==> src/rtl/alu_seq.sv <==
// rtl/alu_seq.sv - single-operation ALU microsequencer with bus req/gnt; optional request buffer via ALU_SEQ_BUF_EN
module alu_seq #(
    parameter int NREG = 8,
    parameter int RW   = 3,
    parameter int OPW  = 4
) (
    input  logic            clk,
    input  logic            reset,
    input  logic            req_valid,
    output logic            req_ready,
    input  logic [OPW-1:0]  req_op,
    input  logic [RW-1:0]   req_src_a,
    input  logic [RW-1:0]   req_src_b,
    input  logic [RW-1:0]   req_dst,
    input  logic            req_unary,
    input  logic            req_wb,
    output logic            bus_req,
    input  logic            bus_gnt,
    output logic [NREG-1:0] reg_out,
    output logic [NREG-1:0] reg_in,
    output logic            Y_in,
    output logic            Z_in,
    output logic            Z_out,
    output logic [OPW-1:0]  alu_op,
    output logic            busy,
    output logic            done
);

    typedef enum logic [1:0] {
        IDLE   = 2'd0,
        LOAD_Y = 2'd1,
        EXEC   = 2'd2,
        WRITE  = 2'd3
    } state_t;

    state_t          state_q, state_d;

    // Active operation, captured when a request is launched
    logic [OPW-1:0]  op_q, op_d;
    logic [RW-1:0]   src_a_q, src_a_d;
    logic [RW-1:0]   src_b_q, src_b_d;
    logic [RW-1:0]   dst_q, dst_d;
    logic            unary_q, unary_d;
    logic            wb_q, wb_d;

    // Registered outputs; phase enables are later gated by bus_gnt
    logic            done_q, done_d;
    logic            bus_req_q, bus_req_d;
    logic            busy_q, busy_d;
    logic [OPW-1:0]  alu_op_q, alu_op_d;
    logic [NREG-1:0] ph_out_q, ph_out_d;
    logic [NREG-1:0] ph_in_q, ph_in_d;
    logic            ph_y_q, ph_y_d;
    logic            ph_zin_q, ph_zin_d;
    logic            ph_zout_q, ph_zout_d;

    // Launch source selection (direct request or buffered request)
    logic            accept;
    logic            complete;
    logic            launch;
    logic [OPW-1:0]  l_op;
    logic [RW-1:0]   l_src_a;
    logic [RW-1:0]   l_src_b;
    logic [RW-1:0]   l_dst;
    logic            l_unary;
    logic            l_wb;

`ifdef ALU_SEQ_BUF_EN
    logic            buf_full_q, buf_full_d;
    logic [OPW-1:0]  buf_op_q, buf_op_d;
    logic [RW-1:0]   buf_src_a_q, buf_src_a_d;
    logic [RW-1:0]   buf_src_b_q, buf_src_b_d;
    logic [RW-1:0]   buf_dst_q, buf_dst_d;
    logic            buf_unary_q, buf_unary_d;
    logic            buf_wb_q, buf_wb_d;

    assign req_ready = !buf_full_q;
`else
    assign req_ready = (state_q == IDLE);
`endif

    function automatic logic [NREG-1:0] onehot(input logic [RW-1:0] idx);
        onehot = {{(NREG-1){1'b0}}, 1'b1} << idx;
    endfunction

    // Next-state, operation capture and registered-output decode
    always_comb begin
        accept    = req_valid & req_ready;
        complete  = 1'b0;
        launch    = 1'b0;
        l_op      = req_op;
        l_src_a   = req_src_a;
        l_src_b   = req_src_b;
        l_dst     = req_dst;
        l_unary   = req_unary;
        l_wb      = req_wb;
        state_d   = state_q;
        op_d      = op_q;
        src_a_d   = src_a_q;
        src_b_d   = src_b_q;
        dst_d     = dst_q;
        unary_d   = unary_q;
        wb_d      = wb_q;

        case (state_q)
            IDLE:    launch = accept;
            LOAD_Y:  if (bus_gnt) state_d = EXEC;
            EXEC: begin
                if (bus_gnt) begin
                    if (wb_q) state_d = WRITE;
                    else      complete = 1'b1;
                end
            end
            WRITE:   if (bus_gnt) complete = 1'b1;
            default: state_d = IDLE;
        endcase

        if (complete) state_d = IDLE;

`ifdef ALU_SEQ_BUF_EN
        buf_full_d  = buf_full_q;
        buf_op_d    = buf_op_q;
        buf_src_a_d = buf_src_a_q;
        buf_src_b_d = buf_src_b_q;
        buf_dst_d   = buf_dst_q;
        buf_unary_d = buf_unary_q;
        buf_wb_d    = buf_wb_q;
        if (complete) begin
            if (buf_full_q) begin
                // Chain straight into the buffered request; refill if a new one arrives now
                launch     = 1'b1;
                l_op       = buf_op_q;
                l_src_a    = buf_src_a_q;
                l_src_b    = buf_src_b_q;
                l_dst      = buf_dst_q;
                l_unary    = buf_unary_q;
                l_wb       = buf_wb_q;
                buf_full_d = accept;
            end else begin
                launch = accept;
            end
        end
        if (accept && (state_q != IDLE) && (buf_full_q || !complete)) begin
            buf_full_d  = 1'b1;
            buf_op_d    = req_op;
            buf_src_a_d = req_src_a;
            buf_src_b_d = req_src_b;
            buf_dst_d   = req_dst;
            buf_unary_d = req_unary;
            buf_wb_d    = req_wb;
        end
`endif

        if (launch) begin
            op_d    = l_op;
            src_a_d = l_src_a;
            src_b_d = l_src_b;
            dst_d   = l_dst;
            unary_d = l_unary;
            wb_d    = l_wb;
            state_d = l_unary ? EXEC : LOAD_Y;
        end

        done_d    = complete;
        busy_d    = (state_d != IDLE);
        bus_req_d = (state_d != IDLE);
        alu_op_d  = busy_d ? op_d : '0;
        ph_out_d  = (state_d == LOAD_Y) ? onehot(src_a_d) :
                    (state_d == EXEC)   ? onehot(src_b_d) : '0;
        ph_in_d   = (state_d == WRITE)  ? onehot(dst_d) : '0;
        ph_y_d    = (state_d == LOAD_Y);
        ph_zin_d  = (state_d == EXEC);
        ph_zout_d = (state_d == WRITE);
    end

    // Sequencer state and registered outputs; reset aborts any operation silently
    always_ff @(posedge clk or negedge reset) begin
        if (!reset) begin
            state_q     <= IDLE;
            op_q        <= '0;
            src_a_q     <= '0;
            src_b_q     <= '0;
            dst_q       <= '0;
            unary_q     <= 1'b0;
            wb_q        <= 1'b0;
            done_q      <= 1'b0;
            bus_req_q   <= 1'b0;
            busy_q      <= 1'b0;
            alu_op_q    <= '0;
            ph_out_q    <= '0;
            ph_in_q     <= '0;
            ph_y_q      <= 1'b0;
            ph_zin_q    <= 1'b0;
            ph_zout_q   <= 1'b0;
`ifdef ALU_SEQ_BUF_EN
            buf_full_q  <= 1'b0;
            buf_op_q    <= '0;
            buf_src_a_q <= '0;
            buf_src_b_q <= '0;
            buf_dst_q   <= '0;
            buf_unary_q <= 1'b0;
            buf_wb_q    <= 1'b0;
`endif
        end else begin
            state_q     <= state_d;
            op_q        <= op_d;
            src_a_q     <= src_a_d;
            src_b_q     <= src_b_d;
            dst_q       <= dst_d;
            unary_q     <= unary_d;
            wb_q        <= wb_d;
            done_q      <= done_d;
            bus_req_q   <= bus_req_d;
            busy_q      <= busy_d;
            alu_op_q    <= alu_op_d;
            ph_out_q    <= ph_out_d;
            ph_in_q     <= ph_in_d;
            ph_y_q      <= ph_y_d;
            ph_zin_q    <= ph_zin_d;
            ph_zout_q   <= ph_zout_d;
`ifdef ALU_SEQ_BUF_EN
            buf_full_q  <= buf_full_d;
            buf_op_q    <= buf_op_d;
            buf_src_a_q <= buf_src_a_d;
            buf_src_b_q <= buf_src_b_d;
            buf_dst_q   <= buf_dst_d;
            buf_unary_q <= buf_unary_d;
            buf_wb_q    <= buf_wb_d;
`endif
        end
    end

    // Datapath enables only fire in granted cycles
    assign reg_out = bus_gnt ? ph_out_q : '0;
    assign reg_in  = bus_gnt ? ph_in_q  : '0;
    assign Y_in    = bus_gnt & ph_y_q;
    assign Z_in    = bus_gnt & ph_zin_q;
    assign Z_out   = bus_gnt & ph_zout_q;
    assign bus_req = bus_req_q;
    assign busy    = busy_q;
    assign done    = done_q;
    assign alu_op  = alu_op_q;

endmodule
==> config.mk <==
export PLATFORM = sky130hd
export DESIGN_NAME = alu_seq
export DESIGN_NICKNAME = d
export VERILOG_FILES = /design/src/rtl/alu_seq.sv
export SDC_FILE = /design/constraint.sdc
export NUM_CORES = 1
export LEC_CHECK = 0
export CORE_MARGIN = 1
export CORE_UTILIZATION = 49
export CTS_CLUSTER_DIAMETER = 40
export DETAILED_ROUTE_END_ITERATION = 10
export PLACE_DENSITY = 0.89
export SLEW_MARGIN = 5
export SYNTH_ARGS = -nofsm -noshare
export SYNTH_HDL_FRONTEND = slang
export SYNTH_SLANG_ARGS = --single-unit
==> constraint.sdc <==
create_clock -name clk -period 2.3 [get_ports clk]
set_input_delay 0.69 -clock clk [delete_from_list [all_inputs] [get_ports clk]]
set_output_delay 0.69 -clock clk [all_outputs]
set_load 0.05 [all_outputs]
# Word-level counts from Yosys, hierarchy flattened
# Index checks and enable logic that the tools add are counted.
[classes] bitwise_logic=4 reduce_logical=2 mux=22 eq_ne=6 n_shift=3
[ops] op="8-bit 2-to-1 mux" count=5
[ops] op="1-bit by 3-bit left shift with 8-bit output (first input constant)" count=3
[ops] op="2-bit 2-to-1 mux" count=6
[ops] op="3-bit 2-to-1 mux" count=3
[ops] op="2-bit equality test (second input constant)" count=4
[ops] op="4-bit 2-to-1 mux" count=2
[ops] op="1-bit AND" count=4
[ops] op="2-bit by 1-bit equality test with 1-bit output (second input constant)" count=2
[ops] op="1-bit 2-to-1 mux" count=4
[ops] op="2-bit one-hot mux with 2 select lines" count=1
[ops] op="2-bit zero test" count=1
[ops] op="1-bit one-hot mux with 2 select lines" count=1
[ops] op="2-bit nonzero test" count=1
[word_totals] output_inout_bits=27 inputBits=19 elab_cells=51 reg_bits=41

# Longest topological paths before layout
[depth] depth_word=8 ltp_mapped=8 depth_no_buf=8

# Least setup slack after synthesis
# No wires, ideal clock.
[synth_path] path_kind="input-to-output" startpoint="input bus_gnt" endpoint="output reg_in[0]" stages=3 required_time_ns=1.610 path_buffers=2 path_slack_ns=0.080 t_arrival_ns=1.530 cell_sequence="clkbuf_1 clkbuf_1 and2_1"
[synth_between] elab_chain_cells=1
[synth_rtl] item="start, declared" line_no="18" rtl="input logic bus_gnt,"
[synth_rtl] item="8-bit 2-to-1 mux" line_no="235" rtl="assign reg_in = bus_gnt ? ph_in_q : '0;"
[synth_rtl] item="end, declared" line_no="20" rtl="output logic [NREG-1:0] reg_in,"
# Every way passes these cells.

# Final worst setup path
[layout_path] startpoint="register state_q[0]" endpoint="register ph_out_q[5]"
[layout_between] word_cells_on_any_way=21 cone_classes="eq/ne (5); shift (2); mux (12); bitwise (1); reduce/logical (1)"
[layout_lines] item="start, declared" line_no="36" rtl="state_t state_q, state_d;"
[layout_lines] item="start signal, assigned" line_no="205" rtl="state_q <= state_d;"
[layout_lines] item="2-bit equality test" line_no="105" rtl="case (state_q)"
[layout_lines] item="1-bit one-hot mux with 2 select lines (*)" line_no="105"
[layout_lines] item="net complete" line_no="59" rtl="logic complete;"
[layout_lines] item="2-bit 2-to-1 mux (*)" line_no="118" rtl="if (complete) state_d = IDLE;"
[layout_lines] item="2-bit 2-to-1 mux (*)" line_no="154" rtl="if (launch) begin"
[layout_lines] item="2-bit equality test" line_no="169" rtl="(state_d == EXEC) ? onehot(src_b_d) : '0;"
[layout_lines] item="8-bit 2-to-1 mux" line_no="169"
[layout_lines] item="8-bit 2-to-1 mux (*)" line_no="168" rtl="ph_out_d = (state_d == LOAD_Y) ? onehot(src_a_d) :"
[layout_lines] item="net ph_out_d[5]" line_no="51" rtl="logic [NREG-1:0] ph_out_q, ph_out_d;"
[layout_lines] item="end signal, assigned" line_no="216" rtl="ph_out_q <= ph_out_d;"
[layout_lines] item="end, declared" line_no="51"
# The timed path passes the listed nets; every way through them passes the cells marked *.
# A chain may end at the register's enable or synchronous reset.

==> impl_results.md <==
- Status: complete, no violations
- Synth cell types: 33
- Complex-gate fraction of the synthesized area: 13.8%
- Chip width: approximately 64 um
- Hold Crit Class: in -> async
- Final layout net count: 277
- R2R Path End: ph_out_q[5]
- Layout area overhead: 50.3%
- Post-Synthesis Cells: 188
- Slew Limit Fails: 0
- Syn avg cell area: roughly 10 um^2
- Worst-skew pair later-pin latency: 290 ps
- Max Cap Violations: 0
- Placed Cells: approximately 290
- Combinational family with the most area after synthesis: simple AND/OR/NAND/NOR gates
- Post-Route WL: 4330 um
- Post-Synth Adder-Cell Area: between 2 and 3%
- Detailed Routing Iterations Pass 1: 6
- Mux contribution to synthesized area: 1.07%
- WL per Instance: roughly 14 um
- Largest net degree at the start of global routing: 42
- Xor-xnor portion of the synthesized cell area: 0%
- CTS Buf Count: 5
- Flop2flop setup slack: approximately 80 ps
- Via-to-Cell Ratio: 5.34
- Least-Margin Pin Slew: approximately 510 ps
- Flop pwr share: about a third
- IO Port Bufs: 45
- Slew margin rel.: about 66%
- Post-synth top cells: dfrtp_1 (41), nand2_1 (35), and2_1 (20)
- Logic pwr share: 55.1%
- Die area: between 4000 and 5000 um^2
- Count leader, synth: dfrtp_1
- Peak VDD IR: a little under 0.8 mV
- # clock sinks: 41
- Gr usage total: roughly a quarter
- Reg2reg start: state_q[0]
- Synth Area in Simple Gates: 23.9%
- Required time of the critical path: 2500 ps
- Footprint of the multi-input gates: 790 um^2
- Pleak: 1.32 nW
- Worst Path Max Fanout: 5
- Placeable core region: 3660 um^2
- Synth Net Count: roughly 210
- Power share of the clock group: a little over an eighth
- Max Fclk: ~0.45 GHz
- Final routed DRC violation total: 0
- Initial antenna violation count: 0
- Finish-stage setup viols: 0
- Tmin final: about 2200 ps
- P_int: 2.02 mW
- Vias: around 1600
- Yosys warns: 0
- Postcts setup bufs: 0
- Final core occ: about three quarters
- Critical Path AT: approximately 2400 ps
- Final setup TNS: 0 ps
- Clock slew at reported path FFs: roughly 70 ps
- CP startpoint kind: flop
- FF+latch area: between 1000 and 1500 um^2
- Sequential share of the synthesized area: 54.8%
- Hold-fix buffers, CTS: 0
- Dpl hpwl: approximately 3200 um
- Clk buf depth: 2
- # rows: 22
- Pwr dens: about 1200 nW/um^2
- Ports: between 40 and 50
- Post-route clock period utilization: 96.5%
- TritonCTS clock tree: yes
- P_sw: about 1.4 mW
- Antenna Nets Post-Route: 0
- Cell Area, Synth: 1870 um^2
- Ys async rst share: between 90% and 100%
- Cell taking the most area after synthesis: dfrtp_1
- Unrepaired setup endpoints after global routing: false
- Synth Register Bits: approximately 40
- First-pass GRT wire length: around 7000 um
- Sw frac: around two fifths
- RePlAce Congestion: around 0.89
- Initial DRC Count: 59
- Yosys top cell area share: approximately 55%
- Die Y: 63.8 um
- Layout fillers: between 200 and 250
- Antenna diodes: 0
- Starting Density: approximately half
- Remaining global-route overflow: 0
- Critical path capture point type: flop
- Worst Setup Path Type: reg -> reg
- Layout Cells excl Fill: around 300
- Top cells by area, synth: dfrtp_1 (55%), nand2_1 (7.0%), and2_1 (6.7%)
- Clock Skew: 4.72 ps
- EDFF count, synth: 0
- CTS root buf: clkbuf_8
- R2R depth: 8
- Hold_ws: between 400 and 500 ps
- H-tree depth: 2
- Share of layout cells above drive strength 1: about 24%
- Ys flop type: dfrtp_1
- Vias in the first global route: 1545
- Endpoints failing hold: 0
[worst max path at each step]
stage / from / endpoint / slack, ps / cells after the start
after floorplan: bus_gnt / reg_in[0] / 80 / 3
after global placement: bus_gnt / reg_out[2] / -140 / 4
after detailed placement: bus_gnt / ph_out_q[5] / -180 / 7
after CTS: state_q[0] / ph_out_q[2] / 40 / 8
after global routing: state_q[0] / ph_out_q[5] / 30 / 8
final: state_q[0] / ph_out_q[5] / 80 / 8
[metal layers]
| metal | GRT usage [%] | vias to the layer above | routed length (um) |
|---|---|---|---|
| li1 | - | 769 | - |
| met2 | 37.4 | 84 | 2110 |
| met4 | 12.8 | 0 | 175 |
| met3 | 7.50 | 17 | 345 |
| met1 | 27.8 | 744 | 1700 |
| met5 | 0 | - | 0 |
[metrics by stage]
| stage | setup slack [ps] | cell area, um^2 | power [mW] |
|---|---|---|---|
| after floorplan | 79.7 | 1870 | 2.21 |
| after global placement | -138 | 2700 | 2.88 |
| after detailed placement | -182 | 2700 | 2.95 |
| after CTS | 43.4 | 2800 | 3.43 |
| after global routing | 27.5 | 2810 | 3.65 |
| final | 80.5 | 2810 | 3.45 |
[power by group through the flow]
stage	registers [mW]	clock network (mW)	logic (mW)
detailed placement	1.10	0	1.85
global route	1.12	0.488	2.04
finish	1.10	0.454	1.90
global placement	1.09	0	1.79
CTS	1.09	0.463	1.87
floorplan	1.20	0	1.00
[kinds of logic (layout without fill, tap and decap cells)]
logic type,Yosys count,in the layout
and+or+nand+nor,86,86
DFF,41,41
AOI/OAI and AO/OA,37,37
buffers and inverters,18,84
adders and majority gates,4,4
muxes,2,2
[state kept, by name (all words and copies together), names as in the netlist]
name	cells
alu_op	4
busy	1
done	1
dst_q	3
op_q	4
ph_in_q	8
ph_out_q	8
ph_y_q	1
ph_zin_q	1
ph_zout_q	1
src_a_q	3
src_b_q	3
state_q	2
wb_q	1
[timing repair]
| item | in CTS | in global routing |
|---|---|---|
| gates cloned | 1 | 0 |
| gates resized for setup | 5 | 2 |
| endpoints found under the setup margin | 19 | 6 |
[layout by cell type (no fill, tap or decap), types with 2 or more instances in the layout]
master and count:
o22ai_1 7, a31oi_1 9, dfrtp_1 41, nor3b_1 4
or3_4 2, buf_4 19, nor3_2 2, nand2_1 35
nor2_1 9, ha_1 4, nand3_1 2, a21oi_1 9
and3_1 3, and2_1 19, clkdlybuf4s50_1 23, clkbuf_8 6
buf_12 20, nor3_1 4, o21ai_0 4, mux2i_1 2
buf_6 2, inv_1 10
[layout make-up]
class,count,area share (%)
Sequential cell,41,36.5
Clock buffer,7,3.07
Tap cell,48,2.14
Inverter,11,1.47
Multi-Input combinational cell,129,28.1
Timing Repair Buffer,66,28.8
[worst max-delay path, cell delays in order (launching register included)]
cell	delay (ps)
dfrtp_1	420
inv_1	110
ha_1	300
nor2b_4	170
o21ai_4	150
inv_2	50
or3_4	410
o32a_4	350
o22ai_1	170
Note: power is estimated with default switching activity, not from simulation.
